**src/rtl/dmem_responder.sv**
```systemverilog
// Fixed-latency data memory responder for a stalling in-order pipeline: IDLE/WAIT/DONE handshake.
// Optional DMEM_ALIGN_CHECK_EN flags misaligned accesses (err_o, store suppressed, 0xDEADBEEF read).
module dmem_responder #(
  parameter int DEPTH   = 32,
  parameter int LATENCY = 3
) (
  input  logic        clk_i,
  input  logic        rst_i,
  input  logic        MemRead_i,
  input  logic        MemWrite_i,
  input  logic [31:0] Addr_i,
  input  logic [31:0] WriteData_i,
  output logic [31:0] ReadData_o,
  output logic        stall_o,
  output logic        ack_o,
  output logic        err_o
);
  localparam int AW = $clog2(DEPTH);

  typedef enum logic [1:0] {S_IDLE, S_WAIT, S_DONE} state_t;

  state_t        r_state, w_next;
  logic [3:0]    r_cnt, w_cnt;
  logic [AW-1:0] r_idx;
  logic [31:0]   r_wdata;
  logic          r_wr, r_rd, r_mis;
  logic [31:0]   r_mem [DEPTH];

  logic w_req, w_accept, w_mis, w_unused;

  assign w_req    = MemRead_i | MemWrite_i;
  assign w_accept = (r_state == S_IDLE) & w_req;
  assign stall_o  = ~rst_i & (w_accept | (r_state == S_WAIT));
  assign ack_o    = (r_state == S_DONE);
  assign w_unused = ^{Addr_i[31:AW+2], Addr_i[1:0]};

`ifdef DMEM_ALIGN_CHECK_EN
  assign w_mis = |Addr_i[1:0];
  assign err_o = (r_state == S_DONE) & r_mis;
`else
  assign w_mis = 1'b0;
  assign err_o = 1'b0;
`endif

  always_comb begin
    w_next = r_state;
    w_cnt  = r_cnt;
    unique case (r_state)
      S_IDLE: if (w_req) begin
        if (LATENCY == 1) w_next = S_DONE;
        else begin
          w_next = S_WAIT;
          w_cnt  = 4'(LATENCY - 1);
        end
      end
      S_WAIT: begin
        if (r_cnt <= 4'd1) begin
          w_next = S_DONE;
          w_cnt  = 4'd0;
        end else w_cnt = r_cnt - 4'd1;
      end
      S_DONE: begin
        w_next = S_IDLE;
        w_cnt  = 4'd0;
      end
      default: w_next = S_IDLE;
    endcase
  end

  always_ff @(posedge clk_i) begin
    if (rst_i) begin
      r_state <= S_IDLE;
      r_cnt   <= 4'd0;
    end else begin
      r_state <= w_next;
      r_cnt   <= w_cnt;
    end
  end

  // Request is latched once at accept; later input changes cannot affect it.
  always_ff @(posedge clk_i) begin
    if (w_accept) begin
      r_idx   <= Addr_i[AW+1:2];
      r_wdata <= WriteData_i;
      r_wr    <= MemWrite_i;
      r_rd    <= MemRead_i;
      r_mis   <= w_mis;
    end
  end

  always_ff @(posedge clk_i) begin
    if (!rst_i && r_state == S_DONE && r_wr && !r_mis) r_mem[r_idx] <= r_wdata;
  end

  always_ff @(posedge clk_i) begin
    if (rst_i) ReadData_o <= '0;
    else if (r_state == S_DONE) begin
      if (r_mis)             ReadData_o <= 32'hDEADBEEF;
      else if (r_wr && r_rd) ReadData_o <= r_wdata;
      else if (r_rd)         ReadData_o <= r_mem[r_idx];
    end
  end
endmodule
```
**config.mk**
```make
export PLATFORM = sky130hd
export DESIGN_NAME = dmem_responder
export DESIGN_NICKNAME = d
export VERILOG_FILES = /design/src/rtl/dmem_responder.sv
export SDC_FILE = /design/constraint.sdc
export NUM_CORES = 1
export LEC_CHECK = 0
export CELL_PAD_IN_SITES_DETAIL_PLACEMENT = 0
export CELL_PAD_IN_SITES_GLOBAL_PLACEMENT = 2
export CORE_MARGIN = 5
export CORE_UTILIZATION = 43
export DETAILED_ROUTE_END_ITERATION = 8
export GPL_ROUTABILITY_DRIVEN = 0
export PLACE_DENSITY = 0.78
export SLEW_MARGIN = 30
export SYNTH_ARGS = -nofsm -noshare
export SYNTH_HDL_FRONTEND = slang
export SYNTH_SLANG_ARGS = --single-unit
```
**constraint.sdc**
```tcl
create_clock -name clk_i -period 6.22 [get_ports clk_i]
set_input_delay 1.244 -clock clk_i [delete_from_list [all_inputs] [get_ports clk_i]]
set_output_delay 1.244 -clock clk_i [all_outputs]
set_load 0.02 [all_outputs]
```
# == Word-level counts from Yosys, hierarchy flattened ==
# Memory sizes are Yosys's and may differ from the RTL's. A register that Yosys moved wholly into a read port is not among the register bits.
# Index checks and enable logic that the tools add are counted.
# op_classes
n_reduce_logical,10
n_eq_ne,4
add_sub_neg,1
n_mux,8
n_bitwise,5
n_lt_le_gt_ge,1
# ops
op,n
case mux 4 bit (3 select lines),1
two-way mux 4 bit,2
AND reduction 2 bit,3
"less-or-equal comparator 4 x 1 -> 1 bit, second input constant",1
two-way mux 2 bit,2
case mux 2 bit (2 select lines),1
"subtractor 4 x 1 -> 4 bit, second input constant",1
logical AND 1 bit,3
nonzero test 3 bit,1
AND 1 bit,2
"== test 2 x 1 -> 1 bit, second input constant",1
"== test 2 bit, second input constant",1
logical NOT 2 bit,1
two-way mux 1 bit,2
"!= test 2 x 1 -> 1 bit, second input constant",1
"!= test 2 bit, second input constant",1
OR 1 bit,2
nonzero test 2 bit,1
logical NOT 1 bit,1
inverter 1 bit,1
# word_totals
word_cells,36
n_memories,1
out_inout_bits,35
in_bits,68
ram_bits,1024
reg_bits,45
# mem_list
name,words,width,read_ports,rd_clocked_by_memory_dff,write_ports,line,text
r_mem,32,32,1,1,1,27,logic [31:0] r_mem [DEPTH];

# == Depth between registers and ports, before layout ==
# Gate-level depths: netlist (run 1).
# logic_depth
word_depth,5
mapped_depth,9
mapped_depth_nobuf,6

# == Worst setup path after synthesis (run 1) ==
# Ideal clock, no wire load.
# synth_path
kind,input-to-reg
from,input rst_i
to,"memory r_mem[4][0], enable pin"
required_time_ps,5759
stages,5
path_buffers,2
t_arrival_ps,4393
setup_slack_ps,1366
setup_time_ps,461
cell_sequence,clkbuf_1 > nand3b_1 > or3_1 > clkbuf_1 > nor3_1
# synth_via
elab_chain_len,5
# synth_rtl
item,line,text
"start, declared",8,"input logic rst_i,"
logical NOT 1 bit,92,if (!rst_i && r_state == S_DONE && r_wr && !r_mis) r_mem[r_idx] <= r_wdata;
logical AND 1 bit (2 in a row),92,
two-way mux 1 bit,92,
two-way mux 1 bit (implied by the code),92,
"end, declared",27,
# Every way passes these cells.

# == Worst setup path after layout (run 1) ==
# layout_path
from,input MemWrite_i
to,output stall_o
# layout_via
elab_chain_len,4
# layout_rtl
item,line,text
"start, declared",10,"input logic MemWrite_i,"
OR 1 bit,31,assign w_req = MemRead_i | MemWrite_i;
AND 1 bit,32,assign w_accept = (r_state == S_IDLE) & w_req;
via w_accept,29,"logic w_req, w_accept, w_mis, w_unused;"
OR 1 bit,33,assign stall_o = ~rst_i & (w_accept | (r_state == S_WAIT));
AND 1 bit,33,
"end, declared",14,"output logic stall_o,"
# The timed path passes the listed nets, and every way through them passes these cells.

==> results of run 1 <==
[power by group through the flow]
stage | sequential [W] | clock, W | combinational (W)
4_1_cts | 0.00873 | 0.00674 | 0.00221
5_1_grt | 0.00868 | 0.00707 | 0.00242
6_report | 0.00868 | 0.00662 | 0.00228
2_1_floorplan | 0.00895 | 0 | 0.00131
3_5_place_dp | 0.00888 | 0 | 0.00221
3_3_place_gp | 0.00890 | 0 | 0.00211
[routing by layer]
metal	wire, µm	up-vias	part of all wire [%]	GRT usage (%)
li1	-	9196	-	-
met1	43930	11268	42	28.23
met2	48830	904	47	31.06
met3	8601	134	8.3	4.374
met4	2077	2	2.0	4.573
met5	17	-	0.016	0
[sequential cells by signal (all words and copies together), names as in the netlist]
signal / flops
r_wdata: 32
ReadData_o: 32
r_mem: 1024
r_cnt: 4
r_state: 2
r_idx: 5
r_rd: 1
r_wr: 1
[worst max-delay path, delay by kind of cell]
kind                   cells  cell delay [ps]
and+or+nand+nor            4              350
buffers and inverters      2             1120
[worst paths after layout]
path / slack, ps / cells past startpoint / start / end
worst max-delay path: 2260 / 6 / MemWrite_i / stall_o
worst min-delay path: 490 / 2 / r_cnt[3] / r_cnt[3]
worst max register to register: 2470 / 7 / r_state[0] / r_mem[24][1]
worst min register to register: 490 / 2 / r_cnt[3] / r_cnt[3]
[cell type report]
cell class	count	area [µm²]
fill	7799	49090
timing repair buffer	177	1799
multi-input combinational	899	9146
inverter	8	30.03
clock buffer	142	2957
clock inverter	64	669.4
tap	1287	1610
sequential	1101	32680
[logic make-up after synthesis]
logic type / Yosys count / synth area share, %
compound gates: 350 / 5.752
fa+ha+maj: 8 / 0.2365
buf+inv: 139 / 1.803
flops: 1101 / 77.21
mux: 389 / 13.13
other cells: 1 / 0.008859
simple gates: 151 / 1.859
[through the flow]
step / setup WS [ps] / total power [W] / area (µm²) / hold WS (ps) / std cells
global placement: 1452 / 0.01102 / 44980 / 472.1 / 3455
global route: 2178 / 0.01817 / 48890 / 529.4 / 3678
floorplan: 1366 / 0.01026 / 42330 / 457.7 / 2139
finish: 2263 / 0.01757 / 48890 / 487.7 / 3678
detailed placement: 1571 / 0.01109 / 45180 / 475.6 / 3465
CTS: 2246 / 0.01768 / 48810 / 485.3 / 3671
[cells in the final DEF (no fill, tap or decap), types with 9 or more instances in the layout]
cell	Yosys	final
a2111oi_0	11	10
a211oi_1	19	19
a21oi_1	37	36
a221oi_1	35	35
a22o_1	18	18
a31oi_1	9	9
a41oi_1	17	17
buf_12	0	12
buf_4	25	75
bufinv_16	0	13
clkbuf_1	49	27
clkbuf_16	0	113
clkdlybuf4s50_1	0	74
clkinv_1	0	21
clkinv_2	0	19
dfxtp_1	38	38
edfxtp_1	1063	1063
mux2i_1	256	256
mux4_2	133	133
nand2_1	15	15
nor2_1	65	40
nor2_4	0	24
o21a_1	25	25
o21ai_0	63	63
o22ai_1	70	70
o2bb2ai_1	19	19
==> results.yml, run 1 <==
clocking:
  cts_max_path_buffers: 3
  cts-resized-gates: 0
  post-cts-setup-buffers: 0
  cts_tree: "built"
  cts.sinks: 1101
  cts.reportedPaths.clkPinSlew_ps: 60
  cts_hold_buf: 0
  htree_levels: 3
  clkLatencyLatePin_ps: 680
  cts_made_buffers: 110
  clock-root-buffer: "clkbuf_16"
pwr:
  internal_power_w: 0.01325
  power_density_nw_per_um2: 359.3
  pwr-share-clk_pct: 37.7
  pwr-share-seq_pct: 49.4
  ir_drop_v: 0.0002430
  switching_power_w: 0.004317
  power.leakage_nw: 15.74
  switching_share_pct: 24.57
  pwr-share-comb_pct: 13.0
sta:
  tns_ps: 0
  tightest_slew_ps: 1042
  rsz0062_at_grt: "false"
  skew_ps: 34.46
  slew_viol_final: 0
  clock.fmax_ghz: 0.2527
  period_minus_slack_ps: 3957
  setup_violations: 0
  fin_crit_sh_pct: 63.62
  max_slew_margin_pct: 30.51
  finalHoldViolations: 0
layout:
  nets: 2373
  area_delta_synth_final_pct: 15.51
  drive_above_1_share_pct: 18.65
  num_antenna_cells: 0
  postLayoutCoreUtil_pct: 49.90
drt:
  vias: 21504
  routedWlPerCell_um: 28.13
  drc: 0
  vias_per_cell: 5.847
  firstDrtPassIters: 5
  ant_nets: 0
  routed_wl_mm: 103.5
  drt_iter0_drc: 2315
yosys:
  syn_area_um2: 42330
  synthArstFlopShare_pct: 0
  synth_edf_count: 1063
  yosysWarnings: 0
  synth-seq-cells: 1101
  synth_cell_type_count: 54
  syn-num-nets: 2215
  synth.most_common_cell: "edfxtp_1"
  synth-main-ff-cell: "edfxtp_1"
  synth_top_area_share_pct: 75.41
  yosysSeqAreaShare_pct: 77.21
  yosys.area.top_type: "edfxtp_1"
  ys_top_cells_by_count: "edfxtp_1, mux2i_1, mux4_2, o22ai_1, nor2_1"
  syn_inst: 2139
  syn_area_per_cell_um2: 19.79
  synthTopCellsByArea: "edfxtp_1, mux4_2, mux2i_1"
setup_path:
  required_ps: 4980
  crit_path_start_kind: "input pin"
  path_cells: "clkdlybuf4s50_1 > nor2_1 > nor2b_4 > nor2_1 > nor2_1 > clkdlybuf4s50_1"
  worst_path_most_repeated_cell: "nor2_1"
  crit_type: "in -> out"
  worstSetupEndpointType: "output pin"
  path_max_fanout: 3
  max_stage_delay_ps: 610
  arrival_ps: 2710
  crit_slowest_cell: "clkdlybuf4s50_1"
floorplanning:
  fp.dieW_um: 323.7
  core_um2: 97990
  die_area_um2: 104800
  rows: 115
  io_pins: 103
  initial_core_util_pct: 43.20
  die_h_um: 323.7
grt:
  antenna_found_initial: 2
  grt_pass1_vias: 21553
  grt_first_pass_wirelength_mm: 149.9
  groute.usage.overall_pct: 19.61
  grt_max_degree: 117
  overflow: 0
outcome:
  status: "completed"
job:
  maxCapViolCount: 0
worst_hold_path:
  hold_class: "reg -> reg"
place:
  numPortBuffers: 74
  hpwlAfterDp_mm: 59.92
(Power assumes the default switching activity.)
==> run 2: changes to the inputs <==
Settings changed: PLACE_DENSITY 0.78 to 0.81.
Clock period 6.22 ns to 3.5 ns, I/O delays scaled along.
==> run 2 against run 1 <==
Worst setup slack worse by 1800 ps. Flip-flop and latch count unchanged. Clock skew down 10 ps. Critical path depth unchanged. Register-to-register slack worse by 1800 ps. Critical path type is now reg -> out.
==> results.yml, run 2 (same netlist as run 1, synthesis figures left out) <==
outcome:
  status: "completed"
grt:
  gr-usage-met2_pct: 29.47
  met1_usage_pct: 27.48
  busiest_layer: "met2"
  overflow: 0
  grt_first_pass_wirelength_mm: 145.5
  grt_max_degree: 77
  antenna_found_initial: 3
  grt_pass1_vias: 21831
  met3_usage_pct: 3.737
  groute.usage.overall_pct: 18.84
clocking:
  cts_tree: "built"
  cts.reportedPaths.clkPinSlew_ps: 60
  clkLatencyLatePin_ps: 670
  cts_hold_buf: 0
  cts_max_path_buffers: 3
  clock-root-buffer: "clkbuf_16"
  htree_levels: 3
  cts_made_buffers: 109
  post-cts-setup-buffers: 0
  cts.sinks: 1101
  cts-resized-gates: 0
floorplanning:
  core_um2: 97990
  rows: 115
  io_pins: 103
  die_h_um: 323.7
  fp.dieW_um: 323.7
  die_area_um2: 104800
  initial_core_util_pct: 43.20
setup_path:
  max_stage_delay_ps: 620
  path_max_fanout: 4
  worst_path_most_repeated_cell: "nor2_1"
  arrival_ps: 2290
  crit_slowest_cell: "clkdlybuf4s50_1"
  crit_family: "buffers and inverters"
  reg2reg_from: "r_state[0]"
  required_ps: 2800
  crit_buf_inv: 2
  startpoint: "r_state[1]"
  crit_type: "reg -> out"
  crit_path_start_kind: "flop"
  worstSetupEndpointType: "output pin"
  path_cells: "inv_1 > ha_1 > nor2b_4 > nor2_1 > nor2_1 > clkdlybuf4s50_1"
drt:
  drc: 0
  drt_iter0_drc: 2119
  ant_nets: 0
  vias_per_cell: 5.741
  firstDrtPassIters: 5
  vias: 21493
  routed_wl_mm: 99.84
  routedWlPerCell_um: 26.67
place:
  dp_cells: 3529
  hpwlAfterDp_mm: 61.26
  numPortBuffers: 74
  preCtsSetupSlack_ps: 401.1
  dpl-instance-area_um2: 45950
job:
  maxCapViolCount: 0
pwr:
  power_density_nw_per_um2: 629.5
  ir_drop_v: 0.0003404
  power.leakage_nw: 16.20
sta:
  skew_ps: 24.24
  layout_setup_ws_ps: 511.4
  max_slew_margin_pct: 37.79
  setup_violations: 0
  rsz0062_at_grt: "false"
  clock.fmax_ghz: 0.3346
  holdWs_ps: 479.5
  finalHoldViolations: 0
  slew_viol_final: 0
  period_minus_slack_ps: 2989
  fin_crit_sh_pct: 85.39
  tightest_slew_ps: 933.2
worst_hold_path:
  min_from: "ReadData_o[21]"
  hold_class: "reg -> reg"
layout:
  top_regs: "r_mem: 1024 flops, ReadData_o: 32 flops, r_wdata: 32 flops"
  largest_register_ff_count: 1024
  num_antenna_cells: 0
  drive_above_1_share_pct: 21.08
  final_cell_mix: "edfxtp_1, mux2i_1, mux4_2, clkbuf_16, buf_4"
  finalInstanceArea_um2: 49690
  n_fill_cell: 7653
  final_common_cell: "edfxtp_1"
  nets: 2440
  final_cells: 3744
  area_delta_synth_final_pct: 17.39
  top_register: "r_mem"
[run 2: final cells by class]
type / instances / area [µm²] / share of cell area, %
Clock inverter: 64 / 655.6 / 1.319
Multi-Input combinational cell: 899 / 9163 / 18.44
Timing Repair Buffer: 245 / 2601 / 5.235
Inverter: 8 / 30.03 / 0.06043
Clock buffer: 140 / 2948 / 5.933
Sequential cell: 1101 / 32680 / 65.77
Tap cell: 1287 / 1610 / 3.241
[run 2: where the power goes]
group	switching, W	internal, W
logic	0.00245	0.00160
registers	0.000403	0.0152
clock network	0.00479	0.00684
total	0.00764	0.0236
[run 2: per-stage QoR]
stage | util [%] | setup TNS (ps) | power [W]
6_report | 50.71 | 0 | 0.03128
5_1_grt | 50.71 | 0 | 0.03237
4_1_cts | 50.57 | 0 | 0.03145
3_5_place_dp | 46.89 | 0 | 0.01989
3_3_place_gp | 46.71 | 0 | 0.01970
2_1_floorplan | - | -63820 | 0.01824
[run 2: path summary, 6_finish.rpt]
check / end / slack [ps] / cells after the start
setup / recovery: stall_o / 510 / 6
hold / removal: ReadData_o[21] / 480 / 2
setup reg to reg: r_mem[6][13] / 660 / 9
hold reg to reg: ReadData_o[21] / 480 / 2
[run 2: worst reg2reg max path, cell delays in order, from the launching register on]
cell and delay [ps]:
dfxtp_1 350, inv_1 110, ha_1 280, buf_4 220, nand2_1 180, nor2_1 360, nand3_1 130, buf_4 260
nor3_4 200, buf_4 390
[run 2: metal layers]
metal / share of wire, % / up-vias
met3: 7.6 / 125
met5: 0.041 / -
met1: 43 / 11250
met2: 47 / 788
met4: 2.0 / 6
li1: - / 9324
